$ cat src/rtl/conv_layer_scheduler.sv
// Sequences weight/bias reads for the convolution datapath and tags results with neuron ids.
// Latency: first read one cycle after start; result k appears PIPE_LAT+2 cycles after its read.
// No downstream backpressure: hold stalls issue only, results stream one per cycle to the consumer.
module conv_layer_scheduler #(
   parameter int PIPE_LAT = 34,
   parameter int MAX_OUT  = 255
) (
   input  logic        clk,
   input  logic        reset,
   input  logic        start,
   input  logic [7:0]  num_out,
   input  logic        hold,
   output logic        busy,
   output logic        done,
   output logic        w_rd_en,
   output logic [7:0]  w_addr,
   output logic [7:0]  dp_id,
   input  logic [31:0] dp_out_data,
   output logic        res_valid,
   output logic [7:0]  res_id,
   output logic [31:0] res_data
);

   typedef enum logic [1:0] {IDLE, ISSUE, DRAIN, DONE} state_t;

   typedef struct packed {
      logic       valid;
      logic [7:0] id;
   } tag_t;

   // One stage for the weight memory read plus PIPE_LAT datapath stages.
   localparam int DEPTH = PIPE_LAT + 1;

   state_t     state;
   state_t     state_nxt;
   logic [7:0] num_lat;
   logic [7:0] num_clamped;
   logic [7:0] issue_cnt;
   logic [7:0] res_cnt;
   logic       accept;
   tag_t       tag_in;
   tag_t       tag_tail;
   tag_t       tag_pipe [DEPTH];

   // Clamp only matters when MAX_OUT is below the 8-bit range of num_out.
   generate
      if (MAX_OUT < 255) begin : g_clamp
         localparam logic [7:0] MAX_B = 8'(MAX_OUT);
         assign num_clamped = (num_out > MAX_B) ? MAX_B : num_out;
      end else begin : g_noclamp
         assign num_clamped = num_out;
      end
   endgenerate

   assign busy     = (state != IDLE);
   assign done     = (state == DONE);
   assign w_addr   = issue_cnt;
   assign tag_in   = '{valid: w_rd_en, id: issue_cnt};
   assign tag_tail = tag_pipe[DEPTH-1];

   // State register.
   always_ff @(posedge clk) begin
      if (!reset) begin
         state <= IDLE;
      end else begin
         state <= state_nxt;
      end
   end

   // Next-state logic and the combinational read strobe (hold acts within the same cycle).
   always_comb begin
      state_nxt = state;
      w_rd_en   = 1'b0;
      accept    = 1'b0;
      case (state)
         IDLE: begin
            if (start) begin
               if (num_out != 8'd0) begin
                  accept    = 1'b1;
                  state_nxt = ISSUE;
               end else begin
                  state_nxt = DONE;
               end
            end
         end
         ISSUE: begin
            w_rd_en = !hold;
            if (!hold && (issue_cnt == num_lat - 8'd1)) begin
               state_nxt = DRAIN;
            end
         end
         DRAIN: begin
            if (res_cnt == num_lat) begin
               state_nxt = DONE;
            end
         end
         DONE: begin
            state_nxt = IDLE;
         end
         default: begin
            state_nxt = IDLE;
         end
      endcase
   end

   // Job length latch, issue counter and the informational datapath-input index.
   always_ff @(posedge clk) begin
      if (!reset) begin
         num_lat   <= 8'd0;
         issue_cnt <= 8'd0;
         dp_id     <= 8'd0;
      end else begin
         dp_id <= w_addr;
         if (accept) begin
            num_lat   <= num_clamped;
            issue_cnt <= 8'd0;
         end else if (w_rd_en) begin
            issue_cnt <= issue_cnt + 8'd1;
         end
      end
   end

   // Tag delay line shadowing the datapath; a bubble is pushed on every non-issue cycle.
   always_ff @(posedge clk) begin
      if (!reset) begin
         for (int i = 0; i < DEPTH; i++) begin
            tag_pipe[i] <= '0;
         end
      end else begin
         tag_pipe[0] <= tag_in;
         for (int i = 1; i < DEPTH; i++) begin
            tag_pipe[i] <= tag_pipe[i-1];
         end
      end
   end

   // Result capture: pair the tail tag with the datapath output; id/data hold between strobes.
   always_ff @(posedge clk) begin
      if (!reset) begin
         res_valid <= 1'b0;
         res_id    <= 8'd0;
         res_data  <= 32'd0;
         res_cnt   <= 8'd0;
      end else begin
         res_valid <= tag_tail.valid;
         if (tag_tail.valid) begin
            res_id   <= tag_tail.id;
            res_data <= dp_out_data;
            res_cnt  <= res_cnt + 8'd1;
         end else if (accept) begin
            res_cnt <= 8'd0;
         end
      end
   end

endmodule

$ cat config.mk
export PLATFORM = sky130hd
export DESIGN_NAME = conv_layer_scheduler
export DESIGN_NICKNAME = d
export VERILOG_FILES = /design/src/rtl/conv_layer_scheduler.sv
export SDC_FILE = /design/constraint.sdc
export NUM_CORES = 1
export LEC_CHECK = 0
export CORE_ASPECT_RATIO = 1.75
export CORE_MARGIN = 8
export CORE_UTILIZATION = 56
export CTS_CLUSTER_DIAMETER = 30
export DETAILED_ROUTE_END_ITERATION = 8
export PLACE_DENSITY = 0.79
export SLEW_MARGIN = 20
export SYNTH_ARGS = -nofsm -noshare
export SYNTH_HDL_FRONTEND = slang
export SYNTH_SLANG_ARGS = --single-unit
$ cat constraint.sdc
create_clock -name clk -period 2.43 [get_ports clk]
set_input_delay 0.486 -clock clk [delete_from_list [all_inputs] [get_ports clk]]
set_output_delay 0.486 -clock clk [all_outputs]
set_load 0.005 [all_outputs]
Word-level counts from Yosys, hierarchy flattened
Memories as Yosys holds them, arrays and structs flattened.
Index checks and enable logic that the tools add are counted.

word-level totals
  word-level logic and storage cells = 112
  input port bits = 44
  memory bits (writable) = 315
  register bits after elaboration = 75
  memories = 1

memory list
  name      words  width  read ports  clocked after Yosys merged registers in  wr ports  line  source
  tag_pipe  35     9      35          0                                        35        43    tag_t tag_pipe [DEPTH];

operators by class
  $add $sub $neg = 3
  reductions and logical operators = 8
  muxes and demuxes = 48
  bitwise operators = 36
  equality and inequality tests = 8

operator list
  kind                                                  count
  2-to-1 mux 9 bit                                      35
  bitwise OR 1 bit                                      35
  adder 8 x 1 -> 8 bit (second input constant)          2
  equality test 8 bit                                   2
  2-to-1 mux 8 bit                                      2
  2-to-1 mux 2 bit                                      4
  one-hot mux 2 bit (4 select lines)                    1
  nonzero test 8 bit                                    1
  subtractor 8 x 1 -> 8 bit (second input constant)     1
  2-to-1 mux 1 bit                                      6
  != test 2 bit (second input constant)                 3
  equality test 2 bit (second input constant)           2
  nonzero test 2 bit                                    2
  AND reduction 3 bit                                   1
  equality test 2 x 1 -> 1 bit (second input constant)  1
  logical NOT 2 bit                                     1
  OR reduction 2 bit                                    1
  logical AND 1 bit                                     1
  logical NOT 1 bit                                     1
  inverter 1 bit                                        1

Longest topological paths before layout
  depth in word-level cells = 6
  mapped depth = 9

Worst setup path after synthesis
Ideal clock, no wire load.

  path type = register to register
  start point = register num_lat[0]
  end point = register state[1]
  library setup time = 0.072 ns
  arrival = 1.844 ns
  slack = 0.514 ns
  buffers on the path = 1
  stages on the path, launching flop included = 10
  cell sequence = dfxtp_1 buf_2 inv_1 ha_1 nor3b_1 xnor2_1 nand2_1 o41a_1 nor2_2 mux2i_1

between the ends
  cells in the longest elaborated chain, start to end = 5
  elaborated cells on any way between the ends = 7
  classes of those cells = 1 x add/sub; 4 x eq/ne; 2 x reduce/logical

ends and longest elaborated chain
  what                                    line  source
  start: declaration                      36    logic [7:0] num_lat;
  start signal: assignment                115   num_lat <= num_clamped;
  subtractor 8 x 1 -> 8 bit               88    if (!hold && (issue_cnt == num_lat - 8'd1)) begin
  equality test 8 bit                     88
  logical AND 1 bit                       88
  != test 2 bit (no source line)          --
  AND reduction 3 bit (no source line) *  --
  end signal: assignment                  66    state <= state_nxt;
  end: declaration                        34    state_t state;

Every way passes the cells marked *; elsewhere a longest branch is shown, timed or not.
A chain may end at the register's enable or synchronous reset.

Final worst setup path
  start point = register state[1]
  end point = output busy

between the ends
  cells in the longest elaborated chain, start to end = 1

ends and longest elaborated chain
  what                line  source
  nonzero test 2 bit  55    assign busy = (state != IDLE);
  end: declaration    13    output logic busy,

No other way between the ends.

==> impl_metrics.env <==
export IMPL_chipHeight_um=206.2
export IMPL_endpoint="busy"
export IMPL_hold_path_class="register to register"
export IMPL_seqCellArea_um2=7650
export IMPL_powerDensity_nw_per_um2=931.6
export IMPL_rr_startpoint="num_lat[0]"
export IMPL_wl_mm=18.17
export IMPL_slowest_delay_ns=0.53
export IMPL_die_area_um2=25720
export IMPL_fp_coreArea_um2=20290
export IMPL_drcViolationCount=0
export IMPL_grt_max_degree=87
export IMPL_die_w_um=124.7
export IMPL_fin_setup_tns_ns=0
export IMPL_critPathSlowestCell="clkdlybuf4s50_1"
export IMPL_gp_congestion=0.7792
export IMPL_irDropWorstVdd_v=0.0007675
export IMPL_cp_max_fo=4
export IMPL_grt_ovfl_total=0
export IMPL_syn_num_nets=1044
export IMPL_nNetsFinal=1138
export IMPL_clk_pin_slew_ns=0.06
export IMPL_clockBufferDepth=3
export IMPL_yosysWarnings=0
export IMPL_setup_viol=0
export IMPL_synth_avg_cell_area_um2=11.66
export IMPL_synthCells=993
export IMPL_portBuffers=103
export IMPL_finalClockSkew_ns=0.01018
export IMPL_worst_slew_pin_slew_ns=0.5168
export IMPL_cts_tree="built"
export IMPL_final_cell_mix="dfxtp_1 (380), and2_1 (323), clkdlybuf4s50_1 (102), mux2i_1 (52), nor2b_1 (48)"
export IMPL_fill_cells=1421
export IMPL_slew_violations=0
export IMPL_viasPerCell=4.739
export IMPL_path_class="register to output port"
export IMPL_dr_pass1_iters=4
export IMPL_rsz0062_at_grt="no"
export IMPL_syn_area_um2=11580
export IMPL_maxCapViolCount=0
export IMPL_cts_root_buf="clkbuf_16"
export IMPL_ioPinCount=104
export IMPL_finalHoldViolations=0
export IMPL_rrSetupSlack_ns=0.36
export IMPL_r2r_cells=8
export IMPL_cts_sinks=382
export IMPL_route_detailed_wl_per_inst_um=13.31
export IMPL_max_slew_margin_pct=65.54
export IMPL_htreeDepth=2
export IMPL_ys_seq_area_share_pct=66.04
export IMPL_worst_skew_pair_late_latency_ns=0.51
export IMPL_multiInputGateArea_um2=3646
export IMPL_grt_pass1_vias=6722
export IMPL_rows=69
export IMPL_drive_above_1_share_pct=7.968
export IMPL_start_util_pct=57.08
export IMPL_crit_arrival_ns=1.85
export IMPL_p_leak_nw=5.646
export IMPL_grt_pass1_wl_mm=30.87
export IMPL_end_kind="output port"
export IMPL_fin_cells=1365
export IMPL_antenna_found_initial=0
export IMPL_dp_final_hpwl_mm=11.24
export IMPL_finalCritPeriodShare_pct=96.30
export IMPL_final_common_cell="dfxtp_1"
export IMPL_path_cells="inv_1 -> ha_1 -> inv_2 -> clkdlybuf4s50_1"
export IMPL_antenna_cells=0
export IMPL_fmax_ghz=0.4273
export IMPL_ant_nets=0
export IMPL_status="finished, final reports clean"
export IMPL_ys_ff_latch=382
export IMPL_drt_iter0_drc=303
export IMPL_post_cts_setup_buffer_count=0
export IMPL_required_ns=1.94
export IMPL_crit_start="state[1]"
export IMPL_area_delta_synth_final_pct=22.63
export IMPL_min_period_ns=2.340
export IMPL_grtUsageTotal_pct=14.18
export IMPL_start_kind="register"
export IMPL_vias=6469
export IMPL_synth_distinct_cells=32
export IMPL_timing_rr_end="state[0]"
export IMPL_dp_cells=1292
export IMPL_cts_resized=0
export IMPL_postCtsHoldBufs=0
export IMPL_cts_buffers=41
[flip-flops by register name, summed over array words and instances, names as in the netlist]
signal and flops:
res_cnt 8, state 2, res_id 8, res_data 32, dp_id 7, w_addr 8
num_lat 8, res_valid 1, tag_pipe 308
[Yosys cell counts]
cell type	instances	share of area, %
nor3b_1	1	0.065
and2_2	1	0.065
nor3_2	2	0.17
o21ai_0	10	0.43
buf_1	1	0.032
mux2i_1	52	4.5
nor4_1	2	0.11
o211ai_2	1	0.11
xor2_1	10	0.76
nand3_1	8	0.35
a21oi_1	1	0.043
and3_1	2	0.11
o41a_1	1	0.097
nand2b_1	2	0.11
inv_1	5	0.16
nor2b_1	49	2.6
and4_1	1	0.076
nand3_2	1	0.086
o221a_1	1	0.097
nor2_1	13	0.42
buf_4	8	0.52
nand2_1	26	0.84
nor2_2	1	0.054
nand4_1	5	0.27
nand4b_1	1	0.076
ha_1	7	0.76
nor3_1	1	0.043
clkbuf_1	43	1.4
buf_2	9	0.39
and2_1	323	17
xnor2_1	23	1.7
dfxtp_1	382	66
[routing by layer]
layer | share of wire [%] | wire length, um | GRT usage [%] | vias to the layer above
li1 | - | - | - | 3281
met1 | 39 | 7158 | 14.59 | 3069
met2 | 55 | 9980 | 27.12 | 91
met3 | 3.6 | 649 | 3.081 | 28
met4 | 2.1 | 376 | 5.750 | 0
met5 | 0 | 0 | 0 | -
[cell type report]
type	count	share of cell area, %
Tap cell	248	2.185
Clock inverter	23	1.974
Clock buffer	50	7.974
Sequential cell	382	53.87
Multi-Input combinational cell	545	25.68
Inverter	5	0.1322
Timing Repair Buffer	112	8.186
[power by group]
group | leakage (nW) | internal, mW | switching, mW
registers | 3.08 | 6.30 | 0.0631
clock network | 0.700 | 3.81 | 2.43
logic | 1.87 | 0.315 | 0.299
total | 5.65 | 10.4 | 2.80
[through the flow]
stage	cell area [um2]	util, %	total power [mW]	setup slack (ns)	hold WS (ns)
global placement	12780	63.01	7.106	0.2910	0.4152
global route	14200	69.99	13.75	0.004700	0.4337
floorplan	11580	-	6.894	0.5143	0.4119
CTS	14200	69.97	13.39	0.01851	0.4326
finish	14200	69.99	13.23	0.08989	0.4265
detailed placement	12780	63.01	7.119	0.2616	0.4181
[kinds of logic (layout without fill, tap and decap cells)]
logic type	after synthesis	in the layout	share of synthesized area, %
and+or+nand+nor	439	439	22.94
buffers and inverters	66	190	2.496
AOI/OAI and AO/OA	14	14	0.7779
muxes	52	52	4.495
DFF	382	382	66.04
xor gates and xnor gates	33	33	2.496
adders and majority gates	7	7	0.7563
[critical path: cells and delay by family, from the launching register on]
| family | cells | cell delay, ns |
|---|---|---|
| adders and majority gates | 1 | 0.24 |
| buffers and inverters | 3 | 0.71 |
| DFF | 1 | 0.39 |
[worst min path at each step]
| stage | from | endpoint | slack, ns | depth (start not counted) |
|---|---|---|---|---|
| detailed placement | tag_pipe[0][246] | tag_pipe[0][255] | 0.42 | 1 |
| finish | tag_pipe[0][165] | tag_pipe[0][174] | 0.43 | 1 |
| global placement | tag_pipe[0][305] | tag_pipe[0][314] | 0.42 | 1 |
| floorplan | tag_pipe[0][91] | tag_pipe[0][100] | 0.41 | 1 |
| global route | tag_pipe[0][165] | tag_pipe[0][174] | 0.43 | 1 |
| CTS | tag_pipe[0][38] | tag_pipe[0][47] | 0.43 | 1 |
Power figures use the tool's default switching activity.
